$ cat src/rtl/systolic_feed_ctrl.sv
// Skewed read sequencer for the banked row buffer: issues a diagonal wavefront of
// per-bank read addresses and realigns per-lane valids with the fixed memory latency.
module systolic_feed_ctrl #(
  parameter int PARALLEL_NUM = 8,
  parameter int INTER_NUM    = 8,
  parameter int ADDR_WIDTH   = $clog2(INTER_NUM),
  parameter int MEM_LATENCY  = 2
) (
  input  logic                    clk,
  input  logic                    nrst,
  input  logic                    start,
  input  logic                    stall,
  output logic                    busy,
  output logic                    done,
  output logic [PARALLEL_NUM-1:0] rd_en,
  output logic [ADDR_WIDTH-1:0]   rd_addr [PARALLEL_NUM],
  output logic [PARALLEL_NUM-1:0] lane_valid
);

  // state  | meaning
  // IDLE   | waiting for start
  // RUN    | skew counter advancing, reads issued on non-stalled cycles
  // DRAIN  | last reads in flight through the memory latency
  localparam int TW   = $clog2(INTER_NUM + PARALLEL_NUM);
  localparam int DW   = $clog2(MEM_LATENCY + 1);
  localparam int LAST = INTER_NUM + PARALLEL_NUM - 2;

  typedef enum logic [1:0] {S_IDLE, S_RUN, S_DRAIN} state_t;

  state_t                  state;
  logic [TW-1:0]           t;
  logic [DW-1:0]           drain_cnt;
  logic [PARALLEL_NUM-1:0] vpipe [MEM_LATENCY];
  logic [PARALLEL_NUM-1:0] active;
  int                      t_i;

  always_ff @(posedge clk or negedge nrst) begin
    if (!nrst) begin
      state     <= S_IDLE;
      t         <= '0;
      drain_cnt <= '0;
      done      <= 1'b0;
    end else begin
      done <= 1'b0;
      case (state)
        S_IDLE: begin
          if (start) begin
            state <= S_RUN;
            t     <= '0;
          end
        end
        S_RUN: begin
          if (!stall) begin
            if (t == TW'(LAST)) begin
              state     <= S_DRAIN;
              drain_cnt <= DW'(MEM_LATENCY);
            end else begin
              t <= t + TW'(1);
            end
          end
        end
        S_DRAIN: begin
          if (drain_cnt == DW'(1)) begin
            state     <= S_IDLE;
            drain_cnt <= '0;
            done      <= 1'b1;
          end else begin
            drain_cnt <= drain_cnt - DW'(1);
          end
        end
        default: state <= S_IDLE;
      endcase
    end
  end

  assign t_i  = int'(t);
  assign busy = (state != S_IDLE);

  // Lane i trails lane 0 by i cycles, so its address is simply t - i while in window.
  always_comb begin
    active = '0;
    rd_en  = '0;
    for (int i = 0; i < PARALLEL_NUM; i++) begin
      active[i]  = (t_i >= i) && (t_i <= i + INTER_NUM - 1);
      rd_en[i]   = (state == S_RUN) && !stall && active[i];
      rd_addr[i] = active[i] ? ADDR_WIDTH'(t_i - i) : '0;
    end
  end

  // Free-running delay line: stalls become valid bubbles rather than lost reads.
  always_ff @(posedge clk or negedge nrst) begin
    if (!nrst) begin
      for (int k = 0; k < MEM_LATENCY; k++) vpipe[k] <= '0;
    end else begin
      vpipe[0] <= rd_en;
      for (int k = 1; k < MEM_LATENCY; k++) vpipe[k] <= vpipe[k-1];
    end
  end

  assign lane_valid = vpipe[MEM_LATENCY-1];

endmodule

$ cat config.mk
export PLATFORM = sky130hd
export DESIGN_NAME = systolic_feed_ctrl
export DESIGN_NICKNAME = d
export VERILOG_FILES = /design/src/rtl/systolic_feed_ctrl.sv
export SDC_FILE = /design/constraint.sdc
export NUM_CORES = 1
export LEC_CHECK = 0
export BUFFER_PORTS_ARGS = -buffer_cell sky130_fd_sc_hd__buf_2
export CAP_MARGIN = 5
export CORE_ASPECT_RATIO = 0.8
export CORE_UTILIZATION = 40
export CTS_BUF_LIST = sky130_fd_sc_hd__clkbuf_16
export DETAILED_ROUTE_END_ITERATION = 8
export HOLD_SLACK_MARGIN = 0.06
export PLACE_DENSITY = 0.65
export SLEW_MARGIN = 20
export SYNTH_ARGS = -nofsm -noshare
export SYNTH_HDL_FRONTEND = slang
export SYNTH_SLANG_ARGS = --single-unit
$ cat constraint.sdc
create_clock -name clk -period 2.1 [get_ports clk]
set_input_delay 0.42 -clock clk [delete_from_list [all_inputs] [get_ports clk]]
set_output_delay 0.42 -clock clk [all_outputs]
set_load 0.01 [all_outputs]
== Word level (Yosys, flattened, before mapping) ==
Index checks and enable logic that the tools add are counted.

* Bits in registers: 25
* Output and inout port bits: 42

* Add/sub/neg operators: 9
* Order comparisons: 16
* Eq/ne operators: 9
* Muxes and demuxes: 21
* Reductions and logical operators: 25

{| class="wikitable"
|+ Operators by type and width
! cell !! number
|-
| less-or-equal comparator 4 bit (second input constant) || 7
|-
| 2-to-1 mux 3 bit || 8
|-
| logical AND 1 bit || 17
|-
| >= comparator 4 x 3 -> 1 bit (second input constant) || 4
|-
| 2-to-1 mux 4 bit || 3
|-
| subtractor 3 bit (second input constant) || 4
|-
| 2-to-1 mux 2 bit || 5
|-
| inequality test 2 bit (second input constant) || 5
|-
| >= comparator 4 x 1 -> 1 bit (second input constant) || 2
|-
| >= comparator 4 x 2 -> 1 bit (second input constant) || 2
|-
| one-hot mux 4 bit (2 select lines) || 1
|-
| AND reduction 4 bit || 2
|-
| one-hot mux 2 bit (3 select lines) || 1
|-
| nonzero test 2 bit || 3
|-
| subtractor 3 x 2 -> 3 bit (second input constant) || 2
|-
| adder 4 x 1 -> 4 bit (second input constant) || 1
|-
| equality test 2 x 1 -> 1 bit (second input constant) || 2
|-
| equality test 4 bit (second input constant) || 1
|-
| less-or-equal comparator 4 x 3 -> 1 bit (second input constant) || 1
|-
| one-hot mux 2 bit (2 select lines) || 1
|-
| AND reduction 3 bit || 1
|-
| subtractor 3 x 1 -> 3 bit (second input constant) || 1
|-
| equality test 2 bit (second input constant) || 1
|-
| logical NOT 2 bit || 1
|-
| 3 further kinds || 4
|}

== Longest topological paths before layout ==
Gate-level depths: netlist (run 1).

* Word-level depth: 4
* Mapped depth: 6
* Gate-level depth less buffers: 5

== Worst setup path before layout (run 1) ==
OpenSTA, ideal clock, no wires.

* Path kind: flip-flop to output port
* Start point: register t[1]
* End point: output rd_en[6]
* Data arrival time: 1.547 ns
* Data required time: 1.680 ns
* Setup slack: 0.133 ns
* Cell stages (with the launch flop): 7
* Path buffers: 1
* Path through: dfrtp_1 > buf_2 > inv_1 > ha_1 > and2b_1 > a22o_1 > nor2_1

* Longest elaborated chain between the ends: 3

{| class="wikitable"
|+ Ends and longest elaborated chain
! item !! line !! RTL
|-
| start: declaration || 31 || <nowiki>logic [TW-1:0] t;</nowiki>
|-
| start signal: assignment || 58 || <nowiki>t <= t + TW'(1);</nowiki>
|-
| >= comparator 4 x 3 -> 1 bit or less-or-equal comparator 4 bit (tied branches) || 84 || <nowiki>active[i] = (t_i >= i) && (t_i <= i + INTER_NUM - 1);</nowiki>
|-
| logical AND 1 bit * || 84 ||
|-
| logical AND 1 bit * || 85 || <nowiki>rd_en[i] = (state == S_RUN) && !stall && active[i];</nowiki>
|-
| end: declaration || 15 || <nowiki>output logic [PARALLEL_NUM-1:0] rd_en,</nowiki>
|}

Mark *: on every way between the ends. The rest lies on a longest branch, timed or not.

==> results of run 1 <==
==> cell type report <==
| type | instances | area (um^2) | share of cell area |
|---|---|---|---|
| multi-input combinational | 99 | 936 | 0.421 |
| sequential | 25 | 631 | 0.283 |
| timing repair buffer | 74 | 467 | 0.210 |
| clock buffer | 3 | 75.1 | 0.0337 |
| inverter | 11 | 56.3 | 0.0253 |
| tap | 42 | 52.6 | 0.0236 |
| clock inverter | 1 | 7.51 | 0.00337 |
==> synthesized netlist by cell type <==
master / number / area, um^2
a21o_1: 3 / 22.5
nand2b_1: 4 / 25.0
nor2_1: 18 / 67.6
o32ai_2: 1 / 16.3
a211o_1: 1 / 8.76
nor3b_2: 1 / 12.5
nand3b_2: 1 / 11.3
a211oi_1: 1 / 7.51
nor2b_1: 3 / 18.8
a32o_1: 1 / 10.0
o2bb2ai_1: 1 / 8.76
inv_1: 11 / 41.3
nand3_1: 1 / 5.00
a2bb2oi_1: 2 / 17.5
buf_2: 4 / 20.0
xnor2_1: 1 / 8.76
nor3b_1: 3 / 22.5
dfrtp_1: 25 / 626
a32oi_1: 1 / 8.76
o221ai_1: 1 / 8.76
and3b_1: 2 / 17.5
and2_1: 3 / 18.8
and3_1: 2 / 12.5
and2b_1: 1 / 7.51
o21ai_0: 3 / 15.0
a221oi_1: 2 / 17.5
o22ai_1: 2 / 12.5
nand2_1: 5 / 18.8
or3_1: 2 / 12.5
nor3_2: 2 / 20.0
buf_4: 10 / 75.1
nor4b_1: 1 / 8.76
nor3_1: 6 / 30.0
a311oi_2: 1 / 15.0
ha_1: 13 / 163
or3b_1: 1 / 8.76
a22o_1: 1 / 8.76
a21oi_1: 8 / 40.0
==> worst max-delay path, stage by stage, from the launching register on <==
cell and delay (ns):
dfrtp_2 0.48, ha_2 0.27, or3_1 0.37, a32oi_1 0.17, buf_2 0.16
==> kinds of logic (layout without fill, tap and decap cells) <==
logic type | after synthesis | after routing | synth area share
flip-flops | 25 | 25 | 0.426
adder cells (fa/ha/maj) | 13 | 13 | 0.111
buffers and inverters | 25 | 89 | 0.0928
AND/OR/NAND/NOR | 56 | 56 | 0.216
XOR/XNOR | 1 | 1 | 0.00596
AO/OA/AOI/OAI | 29 | 29 | 0.148
==> repair_timing <==
action,4_1_cts,5_1_grt
endpoints found under the setup margin,24,25
pin swaps,5,8
gates resized for setup,26,36
buffers inserted,10,7
==> through the flow <==
stage,instances,util,power [mW],instance area (um^2),worst slack (ns)
2_1_floorplan,149,-,1.96,1470,0.133
3_3_place_gp,234,0.502,2.59,1740,0.120
3_5_place_dp,234,0.502,2.63,1740,0.0164
4_1_cts,248,0.573,3.31,1990,-0.0324
5_1_grt,255,0.641,4.00,2220,-0.105
6_report,255,0.641,3.77,2220,-0.0408
==> how the worst min path moves through the flow <==
stage                            start  slack (ns)                      end  cells past startpoint
floorplan                         nrst        0.12           done$_DFF_PN0_                      0
global placement    vpipe[9]$_DFF_PN0_        0.33  lane_valid[1]$_DFF_PN0_                      0
detailed placement  vpipe[9]$_DFF_PN0_        0.34  lane_valid[1]$_DFF_PN0_                      0
CTS                               nrst        0.17      vpipe[12]$_DFF_PN0_                      1
global route                      nrst        0.20      vpipe[12]$_DFF_PN0_                      1
finish                            nrst        0.14  lane_valid[5]$_DFF_PN0_                      1
==> power by group through the flow <==
stage	Clock [mW]	Sequential [mW]	Combinational [mW]
finish	0.437	0.773	2.56
global route	0.459	0.796	2.75
CTS	0.441	0.763	2.11
detailed placement	0	0.755	1.87
global placement	0	0.745	1.85
floorplan	0	0.735	1.23
==> metal layers <==
metal  wire, um  share of wire
met1       1710           0.41
met2       2160           0.52
met3        191          0.046
met4         74          0.018
met5          0              0
==> layout by cell type, fill, tap and decap left out, drive strengths merged, types with 4 or more instances in the layout <==
master	n
nand2	5
nor3	8
nand2b	4
nor2	18
a21oi	8
buf	74
inv	11
ha	13
dfrtp	25
nor3b	4
==> sequential cells by signal, indices dropped and copies added, names as in the netlist <==
name and cells:
t 4, state 2, drain_cnt 2, vpipe 8, lane_valid 8, done 1
==> out/metrics.cfg, run 1 <==
[route]
dr.pass1.iters = 4
routed_via_density = 5.37
drc = 0
vias = 1370
drt_iter0_markers = 51
post_drt_wl_per_cell_um = 16.2
drtAntennaViolNets = 0
wirelength_um = 4140

[sta]
setup_viol = 10
fmax_mhz = 467
setup-tns-final_ns = -0.161
rsz0062_at_grt = yes
layout_min_cycle_time_ns = 2.14
fin_worst_skew_ns = 0.00387
relSlewSlack = 0.629
maxSlewViolCount = 0
post-route-period-util = 1.02
layout_setup_ws_ns = -0.0408
hold_violations = 0
holdWs_ns = 0.142
worst_pin_slew_ns = 0.557

[global_route]
first_global_vias = 1291
track_usage = 0.207
grt_util_met2 = 0.345
grt_pass1_wl_um = 6290
grt_max_degree = 26
antenna_found_initial = 0
grt.busiest_layer = met2
gr-usage-met3 = 0.0507
grt_use_met1 = 0.264
grt_overflow_total = 0

[worst_setup_path]
endpoint_kind = output pin
rrSetupSlack_ns = 0.45
startpoint_type = register
crit_path_end = rd_addr[2]
reg2regPathDepth = 4
cp.arrival_ns = 1.72
path_max_fanout = 8
reg2reg_to = t[1]$_DFFE_PN0P_
required_ns = 1.68
critPathKind = reg -> out
crit_start = t[0]$_DFFE_PN0P_
reg2reg_from = t[1]$_DFFE_PN0P_

[clocking]
numCtsBuffers = 3
cts_tree = done
clkTransAtPathRegs_ns = 0.07
clk_latency_ns = 0.26
cts_root_buffer = clkbuf_16
h-tree-depth = 1
clockBufferDepth = 2
cts.sinks = 25
holdBufCountCts = 0

[flow_run]
cap_violations = 0

[synthesis]
syn_inst = 149
synth-seq-area-share = 0.426
syn-num-nets = 166
avgSynthCellArea_um2 = 9.86
synth_warnings = 0
ys_types = 38
synth.cell_area_um2 = 1470
synth-seq-cells = 25

[power]
leakagePower_nw = 1.11
powerDensity_nw_per_um2 = 1700
power.internal_mw = 2.12
p_comb_frac = 0.679
switching_share = 0.439
p_sw_mw = 1.66
pwr-share-clk = 0.116
vdd_drop_max_v = 0.000725
seq_power_share = 0.205

[die]
core_area_um2 = 3470
io_pins = 46
die_h_um = 56.2
die_w_um = 69.8
rows = 19
start_util = 0.423
die_area_um2 = 3920

[placement]
gp_congestion = 0.969
hpwl_um = 2760
io_buffers = 45

[outcome]
status = finished with violations
violations = negative setup slack

[min_path]
holdCritPathClass = in -> async

[layout]
syn_to_final_growth_pct = 51.4
n_fill_cell = 277
antenna_cells = 0
finalNetCount = 231
drive_gt1_frac = 0.577

(Power assumes the default switching activity.)
==> run 2, diff against run 1 <==
Settings changed: ABC_AREA set to 1.
==> out/metrics.cfg, run 2 <==
[placement]
io_buffers = 45  ; unchanged
postPlaceCellArea_um2 = 1720  ; was 1740 um^2
gp_congestion = 0.842  ; was 0.969
hpwl_um = 2360  ; was 2760 um

[worst_setup_path]
startpoint_type = register  ; unchanged
endpoint_kind = output pin  ; unchanged
reg2reg_from = t[2]$_DFFE_PN0P_  ; was t[1]$_DFFE_PN0P_
rrSetupSlack_ns = 0.73  ; was 0.45 ns
reg2reg_to = t[0]$_DFFE_PN0P_  ; was t[1]$_DFFE_PN0P_
path_max_fanout = 7  ; was 8
reg2regPathDepth = 7  ; was 4
critPathKind = reg -> out  ; unchanged
cp.arrival_ns = 1.61  ; was 1.72 ns
required_ns = 1.68  ; about the same

[die]
io_pins = 46  ; unchanged
rows = 19  ; unchanged
die_w_um = 69.6  ; was 69.8 um
core_area_um2 = 3470  ; unchanged
start_util = 0.421  ; was 0.423
die_h_um = 56.1  ; was 56.2 um
die_area_um2 = 3900  ; was 3920 um^2

[global_route]
grt_max_degree = 26  ; unchanged
grt_pass1_wl_um = 5170  ; was 6290 um
grt_overflow_total = 0  ; unchanged
first_global_vias = 1096  ; was 1,291
track_usage = 0.165  ; was 0.207
antenna_found_initial = 0  ; unchanged

[layout]
n_fill_cell = 321  ; was 277
antenna_cells = 0  ; unchanged
finalNetCount = 252  ; was 231
final_cell_mix = buf_2, nand2_1, nor2_1, dfrtp_1, inv_1  ; was buf_2, buf_4, dfrtp_1, nor2_1
seqCellArea_um2 = 628  ; was 631 um^2
syn_to_final_growth_pct = 32.8  ; was 51.4%
drive_gt1_frac = 0.397  ; was 0.577
multi_input_area_um2 = 709  ; was 936 um^2
final_common_cell = buf_2  ; unchanged
fin_area_um2 = 1940  ; was 2220 um^2

[sta]
setup_viol = 0  ; was 10
hold_violations = 0  ; unchanged
maxSlewViolCount = 0  ; unchanged
relSlewSlack = 0.642  ; was 0.629
post-route-period-util = 0.969  ; was 1.02
fin_worst_skew_ns = 0.00407  ; was 0.00387 ns
rsz0062_at_grt = yes  ; unchanged
worst_pin_slew_ns = 0.536  ; was 0.557 ns
fmax_mhz = 492  ; was 467 MHz
layout_min_cycle_time_ns = 2.03  ; was 2.14 ns

[synthesis]
ys_types = 21  ; was 38
synth_ff_type = dfrtp_1  ; unchanged
synth_warnings = 0  ; unchanged
avgSynthCellArea_um2 = 8.22  ; was 9.86 um^2
synthArstFlopShare = 1.00  ; unchanged
synth-edff-count = 0  ; unchanged
synth_area_leaders = dfrtp_1, ha_1, nand2_1  ; was dfrtp_1, ha_1, buf_4
synth-seq-area-share = 0.428  ; was 0.426
synth-seq-cells = 25  ; unchanged
yosys.area.top_type = dfrtp_1  ; unchanged
synth.cell_area_um2 = 1460  ; was 1470 um^2
ys_top_cells_by_count = nand2_1, nor2_1, dfrtp_1, inv_1, ha_1  ; was dfrtp_1, nor2_1, ha_1, inv_1, buf_4
syn_inst = 178  ; was 149
synth_top_cell_area_share = 0.428  ; was 0.426
syn-num-nets = 195  ; was 166
yosysMostFrequentCell = nand2_1  ; was dfrtp_1

[route]
dr.pass1.iters = 4  ; unchanged
routed_via_density = 4.70  ; was 5.37
post_drt_wl_per_cell_um = 11.5  ; was 16.2 um
wirelength_um = 3170  ; was 4140 um
drc = 0  ; unchanged
drtAntennaViolNets = 0  ; unchanged
vias = 1297  ; was 1,370
drt_iter0_markers = 57  ; was 51

[power]
leakagePower_nw = 1.16  ; was 1.11 nW
power_mw = 2.10  ; was 3.77 mW
powerDensity_nw_per_um2 = 1080  ; was 1700 nW/um^2
vdd_drop_max_v = 0.000499  ; was 0.000725 V

[clocking]
cts_root_buffer = clkbuf_16  ; unchanged
h-tree-depth = 1  ; unchanged
clockBufferDepth = 2  ; unchanged
cts.sinks = 25  ; unchanged
cts_tree = done  ; unchanged
holdBufCountCts = 0  ; unchanged
clk_latency_ns = 0.26  ; about the same
clkTransAtPathRegs_ns = 0.06  ; was 0.07 ns
numCtsBuffers = 3  ; unchanged

[min_path]
holdCritPathClass = in -> async  ; unchanged

[flow_run]
cap_violations = 0  ; unchanged

[outcome]
status = finished, final reports clean  ; was finished with violations

==> run 2: critical path: stages (launching register included) <==
cell     delay, ns
dfrtp_2       0.48
buf_6         0.15
ha_4          0.17
nand2_1       0.07
nand3_1       0.06
o31ai_1       0.07
buf_4         0.18
nor2_2        0.04
buf_2         0.15
==> run 2: what timing repair did <==
action | CTS | global route
setup endpoints to repair | 21 | 22
pin swaps | 0 | 2
buffers inserted | 2 | 7
endpoints found under the hold margin | 0 | 0
gates resized for setup | 10 | 18
==> run 2: through the flow <==
| step | worst slack (ns) | TNS (ns) | hold slack (ns) | util | cells |
|---|---|---|---|---|---|
| finish | 0.0657 | 0 | 0.138 | 0.559 | 276 |
| global route | -0.0542 | -0.212 | 0.192 | 0.559 | 276 |
| CTS | 0.00102 | 0 | 0.165 | 0.529 | 269 |
| detailed placement | 0.136 | 0 | 0.335 | 0.495 | 263 |
| global placement | 0.0985 | 0 | 0.332 | 0.495 | 263 |
| floorplan | 0.304 | 0 | 0.124 | - | 178 |
==> run 2: kinds of logic (layout without fill, tap and decap cells) <==
| kind of cell | count (synthesis) | after routing | share of synthesized area |
|---|---|---|---|
| simple gates | 91 | 91 | 0.270 |
| buf+inv | 35 | 91 | 0.129 |
| xor+xnor | 1 | 1 | 0.00599 |
| flops | 25 | 25 | 0.428 |
| compound gates | 13 | 13 | 0.0556 |
| fa+ha+maj | 13 | 13 | 0.111 |
==> run 2: how the worst max path moves through the flow <==
stage | startpoint | endpoint | slack, ns | cells after the start
6_report | t[2]$_DFFE_PN0P_ | rd_en[6] | 0.07 | 8
5_1_grt | state[0]$_DFFE_PN0P_ | rd_en[0] | -0.05 | 5
4_1_cts | t[3]$_DFFE_PN0P_ | rd_en[3] | 0.001 | 8
3_5_place_dp | t[2]$_DFFE_PN0P_ | rd_en[2] | 0.14 | 8
3_3_place_gp | t[2]$_DFFE_PN0P_ | rd_en[2] | 0.1 | 8
2_1_floorplan | t[3]$_DFFE_PN0P_ | rd_en[1] | 0.30 | 6
==> run 2: area by class of cell <==
type                       count  share of cell area
clock buffer                   3              0.0387
clock inverter                 1             0.00387
inverter                      25              0.0561
multi-input combinational    118               0.365
sequential                    25               0.323
tap                           42              0.0271
timing repair buffer          62               0.186
==> run 2: report_power, final <==
part           internal, mW  total (mW)  switching, mW
clock                 0.258       0.425          0.167
combinational         0.410        1.06          0.651
sequential            0.555       0.616         0.0607
total                  1.22        2.10          0.878
==> run 2: metal layers <==
layer | GRT usage | wire, um
met5 | 0 | 0
met1 | 0.254 | 1590
met3 | 0.0435 | 213
met2 | 0.234 | 1350
met4 | 0.0262 | 17
==> run 3, diff against run 2 <==
Settings changed: RECOVER_POWER set to 100.
==> out/metrics.cfg, run 3 (synthesis gave the netlist of run 2 again) <==
[outcome]
status = finished, final reports clean  ; unchanged

[sta]
setup_viol = 0  ; unchanged
rsz0062_at_grt = yes  ; unchanged
maxSlewViolCount = 0  ; unchanged
relSlewSlack = 0.146  ; was 0.642
layout_min_cycle_time_ns = 2.06  ; was 2.03 ns
post-route-period-util = 0.979  ; was 0.969
fmax_mhz = 487  ; was 492 MHz
hold_violations = 0  ; unchanged
fin_worst_skew_ns = 0.00466  ; was 0.00407 ns
worst_pin_slew_ns = 1.28  ; was 0.536 ns

[power]
vdd_drop_max_v = 0.000486  ; was 0.000499 V
powerDensity_nw_per_um2 = 1090  ; was 1080 nW/um^2
power_mw = 2.07  ; was 2.10 mW
leakagePower_nw = 1.07  ; was 1.16 nW

[worst_setup_path]
crit_path_end = rd_en[1]  ; was rd_en[6]
rrSetupSlack_ns = 0.51  ; was 0.73 ns
path_max_fanout = 4  ; was 7
cpMaxStageDelayCell = dfrtp_2  ; unchanged
reg2regPathDepth = 7  ; unchanged
max_stage_delay_ns = 0.48  ; about the same
reg2reg_to = drain_cnt[1]$_DFFE_PN0P_  ; was t[0]$_DFFE_PN0P_
crit_start = t[0]$_DFFE_PN0P_  ; was t[2]$_DFFE_PN0P_
reg2reg_from = t[2]$_DFFE_PN0P_  ; unchanged
startpoint_type = register  ; unchanged
critPathKind = reg -> out  ; unchanged
crit_chain = ha_1 -> inv_1 -> nand2_1 -> o21ai_1 -> clkbuf_2 -> nor2_1 -> buf_2  ; was buf_6 -> ha_4 -> nand2_1 -> nand3_1 -> o31ai_1 -> buf_4 -> nor2_2 -> buf_2
required_ns = 1.68  ; about the same
endpoint_kind = output pin  ; unchanged
cp.arrival_ns = 1.64  ; was 1.61 ns

[clocking]
cts_root_buffer = clkbuf_16  ; unchanged
clk_latency_ns = 0.26  ; about the same
cts.sinks = 25  ; unchanged
cts_tree = done  ; unchanged
clockBufferDepth = 2  ; unchanged
numCtsBuffers = 3  ; unchanged
h-tree-depth = 1  ; unchanged
clkTransAtPathRegs_ns = 0.06  ; about the same

[die]
start_util = 0.421  ; unchanged
core_area_um2 = 3470  ; unchanged
die_h_um = 56.1  ; unchanged
io_pins = 46  ; unchanged
die_w_um = 69.6  ; unchanged
die_area_um2 = 3900  ; unchanged
rows = 19  ; unchanged

[layout]
fin_area_um2 = 1900  ; was 1940 um^2
stdcell_count = 276  ; unchanged
final_common_cell = nand2_1  ; was buf_2
syn_to_final_growth_pct = 29.9  ; was 32.8%
drive_gt1_frac = 0.295  ; was 0.397
antenna_cells = 0  ; unchanged
final_cell_mix = nand2_1, nor2_1, buf_2, dfrtp_1, clkbuf_1  ; was buf_2, nand2_1, nor2_1, dfrtp_1, inv_1
finalNetCount = 252  ; unchanged

[route]
wirelength_um = 3200  ; was 3170 um
drc = 0  ; unchanged
drt_iter0_markers = 44  ; was 57
drtAntennaViolNets = 0  ; unchanged
post_drt_wl_per_cell_um = 11.6  ; was 11.5 um
dr.pass1.iters = 4  ; unchanged
routed_via_density = 4.69  ; was 4.70
vias = 1295  ; was 1,297

[min_path]
holdCritPathClass = reg -> reg  ; was in -> async
worstHoldStart = vpipe[9]$_DFF_PN0_

[placement]
postPlaceCellArea_um2 = 1720  ; unchanged
hpwl_um = 2360  ; unchanged
gp_congestion = 0.842  ; unchanged
dpl.cell_count = 263  ; unchanged
io_buffers = 45  ; unchanged

[global_route]
track_usage = 0.165  ; unchanged
grt_max_degree = 26  ; unchanged
first_global_vias = 1096  ; unchanged
grt_use_met1 = 0.254  ; unchanged
grt.busiest_layer = met1  ; unchanged
gr-usage-met3 = 0.0435  ; unchanged
grt_overflow_total = 0  ; unchanged
grt_util_met2 = 0.234  ; unchanged
antenna_found_initial = 0  ; unchanged
grt_pass1_wl_um = 5170  ; unchanged

[flow_run]
cap_violations = 0  ; unchanged

run 3: final cells by class:
type	instances	area [um^2]
fill	335	1570
clock inverter	1	7.51
clock buffer	3	75.1
multi-input combinational	118	697
sequential	25	628
timing repair buffer	62	332
inverter	25	109
tap	42	52.6
run 3: report_power, final:
part,internal [mW],switching [mW],total (mW),leakage [nW]
combinational,0.382,0.645,1.03,0.696
sequential,0.556,0.0615,0.617,0.339
clock,0.258,0.166,0.424,0.0371
total,1.20,0.873,2.07,1.07
run 3: how the worst min path moves through the flow:
stage                         endpoint  slack, ns  cells past startpoint
6_report       lane_valid[1]$_DFF_PN0_       0.35                      0
4_1_cts               t[1]$_DFFE_PN0P_       0.16                      1
3_5_place_dp   lane_valid[3]$_DFF_PN0_       0.33                      0
2_1_floorplan           done$_DFF_PN0_       0.12                      0
3_3_place_gp   lane_valid[4]$_DFF_PN0_       0.33                      0
5_1_grt        lane_valid[1]$_DFF_PN0_       0.35                      0
run 3: routing by layer:
layer	up-vias	wire, um
li1	658	-
met4	0	17
met2	49	1370
met3	2	223
met5	-	0
met1	586	1600
run 3: critical path, delay by kind of cell (launching register included):
family / cells / cell delay [ns]
DFF: 1 / 0.48
buffers and inverters: 3 / 0.40
adders and majority gates: 1 / 0.25
and+or+nand+nor: 2 / 0.13
AOI/OAI and AO/OA: 1 / 0.13
run 3: through the flow:
stage / setup slack, ns / TNS [ns] / utilization / hold slack, ns
6_report: 0.0445 / 0 / 0.548 / 0.347
5_1_grt: -0.0542 / -0.307 / 0.548 / 0.353
4_1_cts: 0.00102 / 0 / 0.529 / 0.165
3_5_place_dp: 0.136 / 0 / 0.495 / 0.335
3_3_place_gp: 0.0985 / 0 / 0.495 / 0.332
2_1_floorplan: 0.304 / 0 / - / 0.124
run 3: timing repair:
action                     in CTS  in global routing
hold endpoints to repair        0                  0
setup endpoints to repair      21                 22
gates resized for setup        10                 18
pin swaps                       0                  2
hold buffers                    0                  0
buffers inserted                2                  7
